### src/rtl/fwd_scoreboard.sv
// -----------------------------------------------------------------------------
// fwd_scoreboard
//
// Forwarding and hazard tracker placed beside the ID/EX boundary. It keeps a
// short shift pipeline of in-flight register writes, one slot per post-issue
// stage (slot 0 = EX ... slot NUM_STAGES-1 = WB). Each slot records the
// destination register and the first stage at which its result is on the
// stage_data bus. For every read port of the instruction being issued, the
// block picks the youngest matching producer and returns the bypass select and
// the bypassed operand. It raises a load-use style stall when that producer's
// result is not available yet. It also counts stall cycles, saturating at the
// maximum count.
//
// Ports
//   clk            rising-edge clock
//   rst_n          asynchronous active-low reset
//   id_valid       an instruction is presented for issue
//   id_we          the instruction writes a register
//   id_rd          destination register of the instruction
//   id_ready_stage first stage whose stage_data holds the result (ALU 0, load 1)
//   id_rs          source registers, port i at [i*REG_ADDR_W +: REG_ADDR_W]
//   id_rs_used     per-port "source actually read"
//   rf_data        register-file read data per port
//   stage_data     result bus of stage k at [k*DATA_W +: DATA_W]
//   ext_hold       global pipeline freeze; all slots keep their contents
//   flush          kill the instruction being issued (no stall, no push)
//   fwd_sel        per port: 0 = register file, k+1 = stage k
//   fwd_data       per-port selected operand
//   stall          issue must be held this cycle
//   stall_cycles   saturating count of stall cycles
// -----------------------------------------------------------------------------
module fwd_scoreboard #(
    parameter int  NUM_READ   = 2,
    parameter int  NUM_STAGES = 3,
    parameter int  REG_ADDR_W = 5,
    parameter int  DATA_W     = 32,
    localparam int SEL_W      = $clog2(NUM_STAGES + 1),
    localparam int RDY_W      = $clog2(NUM_STAGES)
) (
    input  logic                           clk,
    input  logic                           rst_n,
    input  logic                           id_valid,
    input  logic                           id_we,
    input  logic [REG_ADDR_W-1:0]          id_rd,
    input  logic [RDY_W-1:0]               id_ready_stage,
    input  logic [NUM_READ*REG_ADDR_W-1:0] id_rs,
    input  logic [NUM_READ-1:0]            id_rs_used,
    input  logic [NUM_READ*DATA_W-1:0]     rf_data,
    input  logic [NUM_STAGES*DATA_W-1:0]   stage_data,
    input  logic                           ext_hold,
    input  logic                           flush,
    output logic [NUM_READ*SEL_W-1:0]      fwd_sel,
    output logic [NUM_READ*DATA_W-1:0]     fwd_data,
    output logic                           stall,
    output logic [31:0]                    stall_cycles
);

    // In-flight producers: a valid bit plus payload (destination, ready stage).
    logic [NUM_STAGES-1:0]                 slot_valid;
    logic [NUM_STAGES-1:0][REG_ADDR_W-1:0] slot_rd;
    logic [NUM_STAGES-1:0][RDY_W-1:0]      slot_rdy;

    logic [NUM_READ-1:0] port_wait;
    logic                push;
    logic [31:0]         stall_cnt;

    // Bypass selection per read port.
    always_comb begin
        // NOTE: every output of this block gets a default before any condition,
        // so no path leaves a value unassigned and no latch is inferred.
        fwd_sel   = '0;
        fwd_data  = rf_data;
        port_wait = '0;
        for (int i = 0; i < NUM_READ; i++) begin
            // Walk from the oldest slot to the youngest so that the youngest
            // match is written last and wins; an older WAW value never shows.
            for (int k = NUM_STAGES - 1; k >= 0; k--) begin
                if (slot_valid[k] && id_rs_used[i] &&
                    (id_rs[i*REG_ADDR_W +: REG_ADDR_W] != '0) &&
                    (slot_rd[k] == id_rs[i*REG_ADDR_W +: REG_ADDR_W])) begin
                    fwd_sel[i*SEL_W +: SEL_W]    = SEL_W'(k + 1);
                    fwd_data[i*DATA_W +: DATA_W] = stage_data[k*DATA_W +: DATA_W];
                    port_wait[i]                 = (k < int'(slot_rdy[k]));
                end
            end
        end
    end

    // A flushed instruction never stalls and never enters the tracker.
    assign stall = id_valid && !flush && (|port_wait);
    assign push  = id_valid && id_we && (id_rd != '0) && !stall && !flush;

    // Valid bits: the only state that must clear on reset.
    always_ff @(posedge clk or negedge rst_n) begin
        if (!rst_n) begin
            slot_valid <= '0;
        end else if (!ext_hold) begin
            // NOTE: sequential state uses non-blocking assignments so every
            // slot samples its predecessor's pre-edge value in the shift.
            slot_valid <= {slot_valid[NUM_STAGES-2:0], push};
        end
    end

    // NOTE: payload registers are deliberately left out of reset; they are
    // only observed through a set valid bit, so clearing them buys nothing.
    always_ff @(posedge clk) begin
        if (!ext_hold) begin
            slot_rd  <= {slot_rd[NUM_STAGES-2:0], id_rd};
            slot_rdy <= {slot_rdy[NUM_STAGES-2:0], id_ready_stage};
        end
    end

    // Stall-cycle counter; a held pipeline does not accumulate stall cycles.
    always_ff @(posedge clk or negedge rst_n) begin
        if (!rst_n) begin
            stall_cnt <= '0;
        end else if (stall && !ext_hold && (stall_cnt != '1)) begin
            stall_cnt <= stall_cnt + 32'd1;
        end
    end

    assign stall_cycles = stall_cnt;

    // A result must become readable no later than WB.
    a_ready_stage_legal : assert property (
        @(posedge clk) disable iff (!rst_n)
        (id_valid && id_we) |-> (int'(id_ready_stage) < NUM_STAGES)
    );

endmodule

### config.mk
export PLATFORM = sky130hd
export DESIGN_NAME = fwd_scoreboard
export DESIGN_NICKNAME = d
export VERILOG_FILES = /design/src/rtl/fwd_scoreboard.sv
export SDC_FILE = /design/constraint.sdc
export NUM_CORES = 1
export LEC_CHECK = 0
export ABC_AREA = 1
export CAP_MARGIN = 20
export CORE_MARGIN = 8
export CORE_UTILIZATION = 44
export DETAILED_ROUTE_END_ITERATION = 10
export PLACE_DENSITY = 0.95
export SETUP_SLACK_MARGIN = 0.5
export SLEW_MARGIN = 20
export SYNTH_ARGS = -nofsm -noshare
export SYNTH_HDL_FRONTEND = slang
export SYNTH_SLANG_ARGS = --single-unit
### constraint.sdc
create_clock -name clk -period 5.7 [get_ports clk]
set_input_delay 1.425 -clock clk [delete_from_list [all_inputs] [get_ports clk]]
set_output_delay 1.425 -clock clk [all_outputs]
set_load 0.02 [all_outputs]
# After elaboration in Yosys (flattened, before gate mapping)
# Index checks and enable logic that the tools add are counted.
[classes]
add_sub_neg = 1
order_cmp = 3
n_eq_ne = 7
mux = 18
reduce_logical = 33
[ops]
columns = ["cell", "n"]
rows = [
  ["two-way mux 32 bit", 6],
  ["adder 32 x 1 -> 32 bit, second input constant", 1],
  ["!= test 32 bit, second input constant", 1],
  ["== test 5 bit", 6],
  ["logical AND 1 bit", 26],
  ["nonzero test 5 bit", 3],
  ["two-way mux 2 bit", 6],
  ["two-way mux 1 bit", 6],
  ["< comparator 1 x 2 -> 1 bit, first input constant", 2],
  ["logical NOT 1 bit", 3],
  ["< comparator 2 bit, first input constant", 1],
  ["OR reduction 2 bit", 1],
]
[totals]
reg_bits = 56
in_bits = 185
elab_cells = 70

# Depth between registers and ports, before layout
[depth]
ltp_word = 11
mapped_depth = 15

# Worst setup path after synthesis
# OpenSTA, ideal clock, no wires.
[synth_timing]
kind = "input-to-output"
startpoint = "input port id_rs[1]"
endpoint = "output port fwd_data[26]"
t_arrival_ns = 2.709
required_ns = 4.275
path_slack_ns = 1.566
path_stages = 12
path_cell_list = "inv_2 nand3_1 nor2_1 nor2_1 nand2_1 inv_2 nor2_1 buf_2 nand2_1 nand4_1 o21ai_0 inv_1"
[synth_between]
elab_chain_len = 6
[synth_rtl]
columns = ["element", "line_no", "text"]
rows = [
  ["from (decl)", "46", "input logic [NUM_READ*REG_ADDR_W-1:0] id_rs,"],
  ["nonzero test 5 bit", "79", "(id_rs[i*REG_ADDR_W +: REG_ADDR_W] != '0) &&"],
  ["logical AND 1 bit", "78", "if (slot_valid[k] && id_rs_used[i] &&"],
  ["logical AND 1 bit", "79", ""],
  ["two-way mux 32 bit (2 in series)", "78", ""],
  ["two-way mux 32 bit (*)", "78", ""],
  ["to (decl)", "53", "output logic [NUM_READ*DATA_W-1:0] fwd_data,"],
]
# Mark *: on every way between the ends. The rest lies on a longest branch, timed or not.

# Final worst setup path
[layout_timing]
startpoint = "input port id_rs[8]"
endpoint = "output port fwd_data[60]"
# Same word-level chain as after synthesis.

==> flow_metrics.tcl <==
set metrics [dict create \
    status "completed" \
    vias_per_cell 5.44 \
    worstHoldStart "slot_rdy[2]" \
    layout-drive-gt1-share_pct 5.12 \
    relSlewSlack_pct 52.3 \
    synth_mux_area_share_pct 0 \
    dieArea_mm2 0.0160 \
    clock_path_buffers 2 \
    start_util_pct 44.8 \
    ctsHoldBuffers 0 \
    ys_types 35 \
    wirelength_um 23700 \
    grt_first_pass_wirelength_um 36800 \
    synth_ff_type "dfrtp_1" \
    crit_type "in2out" \
    postCtsSetupBuffers 0 \
    netlist_instances 883 \
    ir_worst_vdd_mv 0.199 \
    avgSynthCellArea_um2 6.07 \
    yosys.area_share.adder_pct 0.234 \
    synthSimpleGateAreaFrac_pct 45.8 \
    drv_cap 0 \
    worst_r2r_path_depth 11 \
    grt_pass1_vias 6584 \
    period_needed_ns 5.00 \
    synth-edff-count 21 \
    antenna_found_initial 3 \
    place_congestion 0.995 \
    areaGrowthSynthToFinish_pct 59.1 \
    grt_max_degree 48 \
    synth_compound_gate_area_share_pct 7.80 \
    finalClockSkew_ns 0.00532 \
    first_iter_violations 731 \
    period_share_pct 87.8 \
    clk_pin_slew_worst_paths_ns 0.07 \
    num_io_pins 286 \
    chipHeight_um 126 \
    worstPathArrival_ns 3.58 \
    synth_top_area_share_pct 27.3 \
    cp.required_ns 4.28 \
    final_antenna_net_count 0 \
    rsz0062_at_grt "false" \
    ys_top_cells_by_area "nand2_1, dfrtp_1, edfxtp_1, nand4_1, inv_1" \
    worst_pin_slew_ns 0.713 \
    drtPass1Iterations 6 \
    finalHoldViolCount 0 \
    synth_top_family_by_area "simple AND/OR/NAND/NOR gates" \
    finalSetupViolations 0 \
    synth.most_common_cell "nand2_1" \
    cts_resized 64 \
    vias 7100 \
    cts_sinks 56 \
    yosysTopAreaCell "nand2_1" \
    min_path_cells 0 \
    holdCritPathClass "reg2reg" \
    cts_tree "built" \
    leakagePower_nw 4.03 \
    core_area_mm2 0.0120 \
    rrSetupSlack_ns 3.26 \
    final.setup.worst_slack_ns 0.695 \
    critical_path_peak_fanout 32 \
    grt_usage_pct 28.5 \
    preCtsSetupSlack_ns 0.331 \
    wl_per_cell_um 18.1 \
    nNetsFinal 1338 \
    rr_startpoint "slot_rd[4]" \
    crit_start "id_rs[8]" \
    drc 0 \
    yosysWarnings 0 \
    p_per_area_mw_per_mm2 128 \
    rows 40 \
    timing.rr.end "stall_cycles[22]" \
    holdPathEnd "slot_rdy[4]" \
    synth_commonest_cells "nand2_1, inv_1, nand4_1" \
    tns_ns 0 \
    htreeDepth 2 \
    end_kind "output port" \
    synth_seq_cells 56 \
    syn-num-nets 1069 \
    numCtsBuffers 5 \
    syn-cell-area_mm2 0.00536 \
    clkLatencyLatePin_ns 0.30 \
    io_buffer_count 285 \
    post-dp-hpwl_um 19000 \
    fmax_ghz 0.200 \
    clockRootBuffer "clkbuf_16" \
    synth_xor_area_share_pct 6.54 \
    grt-ovfl-total 0 \
    slew_viol_final 0 \
    async_flop_share_pct 62.5 \
    die_w_um 126 \
    synth-seq-area-share_pct 28.1 \
    critPathLaunchType "input port" \
]
==> registers in the layout (all words and copies together) (netlist names) <==
signal	count
slot_valid	3
slot_rdy	6
slot_rd	15
stall_cycles	32
==> report_power, final <==
part           leakage, nW  total, mW  switching, mW  internal (mW)
clock               0.0720      0.315          0.148          0.167
sequential           0.693      0.448         0.0141          0.434
combinational         3.26      0.332          0.151          0.181
==> worst max-delay path, stage by stage <==
cell             delay (ns)
clkdlybuf4s50_1        0.54
inv_2                  0.07
o21ai_0                0.23
nor3_2                 0.09
nand2_1                0.10
inv_2                  0.06
a21oi_2                0.18
buf_12                 0.22
nand2_1                0.08
nand4_1                0.07
o21ai_0                0.09
inv_1                  0.07
dlygate4sd2_1          0.34
==> cells by family (layout without fill, tap and decap cells) <==
logic type,Yosys count,count (layout)
buf+inv,147,417
simple gates,559,559
flops,56,56
compound gates,80,80
xor+xnor,40,40
fa+ha+maj,1,1
other cells,0,4
==> routing by layer <==
layer	part of all wire [%]	up-vias	track usage (%)
met5	0	-	0
met4	4.3	0	11.9
met3	8.5	65	5.07
met2	50	395	50.1
met1	37	3259	33.6
li1	-	3381	-
==> how the worst max path moves through the flow <==
| stage | slack (ns) | to |
|---|---|---|
| 2_1_floorplan | 1.57 | fwd_data[26] |
| 3_3_place_gp | 0.35 | fwd_data[0] |
| 3_5_place_dp | 0.33 | fwd_data[0] |
| 4_1_cts | 0.50 | fwd_data[14] |
| 5_1_grt | 0.51 | fwd_data[57] |
| 6_report | 0.70 | fwd_data[60] |
==> through the flow <==
step | power [mW] | cells | utilization (%) | area [um^2] | hold slack [ns]
detailed placement | 0.804 | 1292 | 70.2 | 8400 | 0.421
CTS | 1.10 | 1300 | 71.0 | 8490 | 0.438
finish | 1.09 | 1304 | 71.3 | 8530 | 0.435
global placement | 0.799 | 1292 | 70.2 | 8400 | 0.407
global route | 1.14 | 1303 | 71.3 | 8520 | 0.444
floorplan | 0.572 | 883 | - | 5360 | 0.400
==> layout make-up <==
| cell class | instances | area [um^2] |
|---|---|---|
| multi-input combinational | 680 | 3260 |
| sequential | 56 | 1510 |
| inverter | 109 | 409 |
| timing repair buffer | 300 | 3010 |
| clock buffer | 5 | 125 |
| fill | 983 | 3440 |
| antenna | 4 | 10.0 |
| clock inverter | 3 | 27.5 |
| tap | 147 | 184 |
==> layout by cell type (no fill, tap or decap), types with 8 or more instances in the layout <==
cell,Yosys,layout
nand2_1,390,389
clkdlybuf4s50_1,0,218
inv_1,99,99
nand4_1,73,73
dlygate4sd2_1,0,53
o21ai_0,52,52
dfrtp_1,35,35
nor2_1,37,32
xor2_1,21,21
edfxtp_1,21,21
xnor2_1,19,19
nand3_1,19,18
o21ai_1,16,16
nor3_1,12,12
nor4_1,10,10
inv_2,9,9
nor2_2,3,8
dlymetal6s2s_1,0,8
Note: power is estimated with default switching activity, not from simulation.
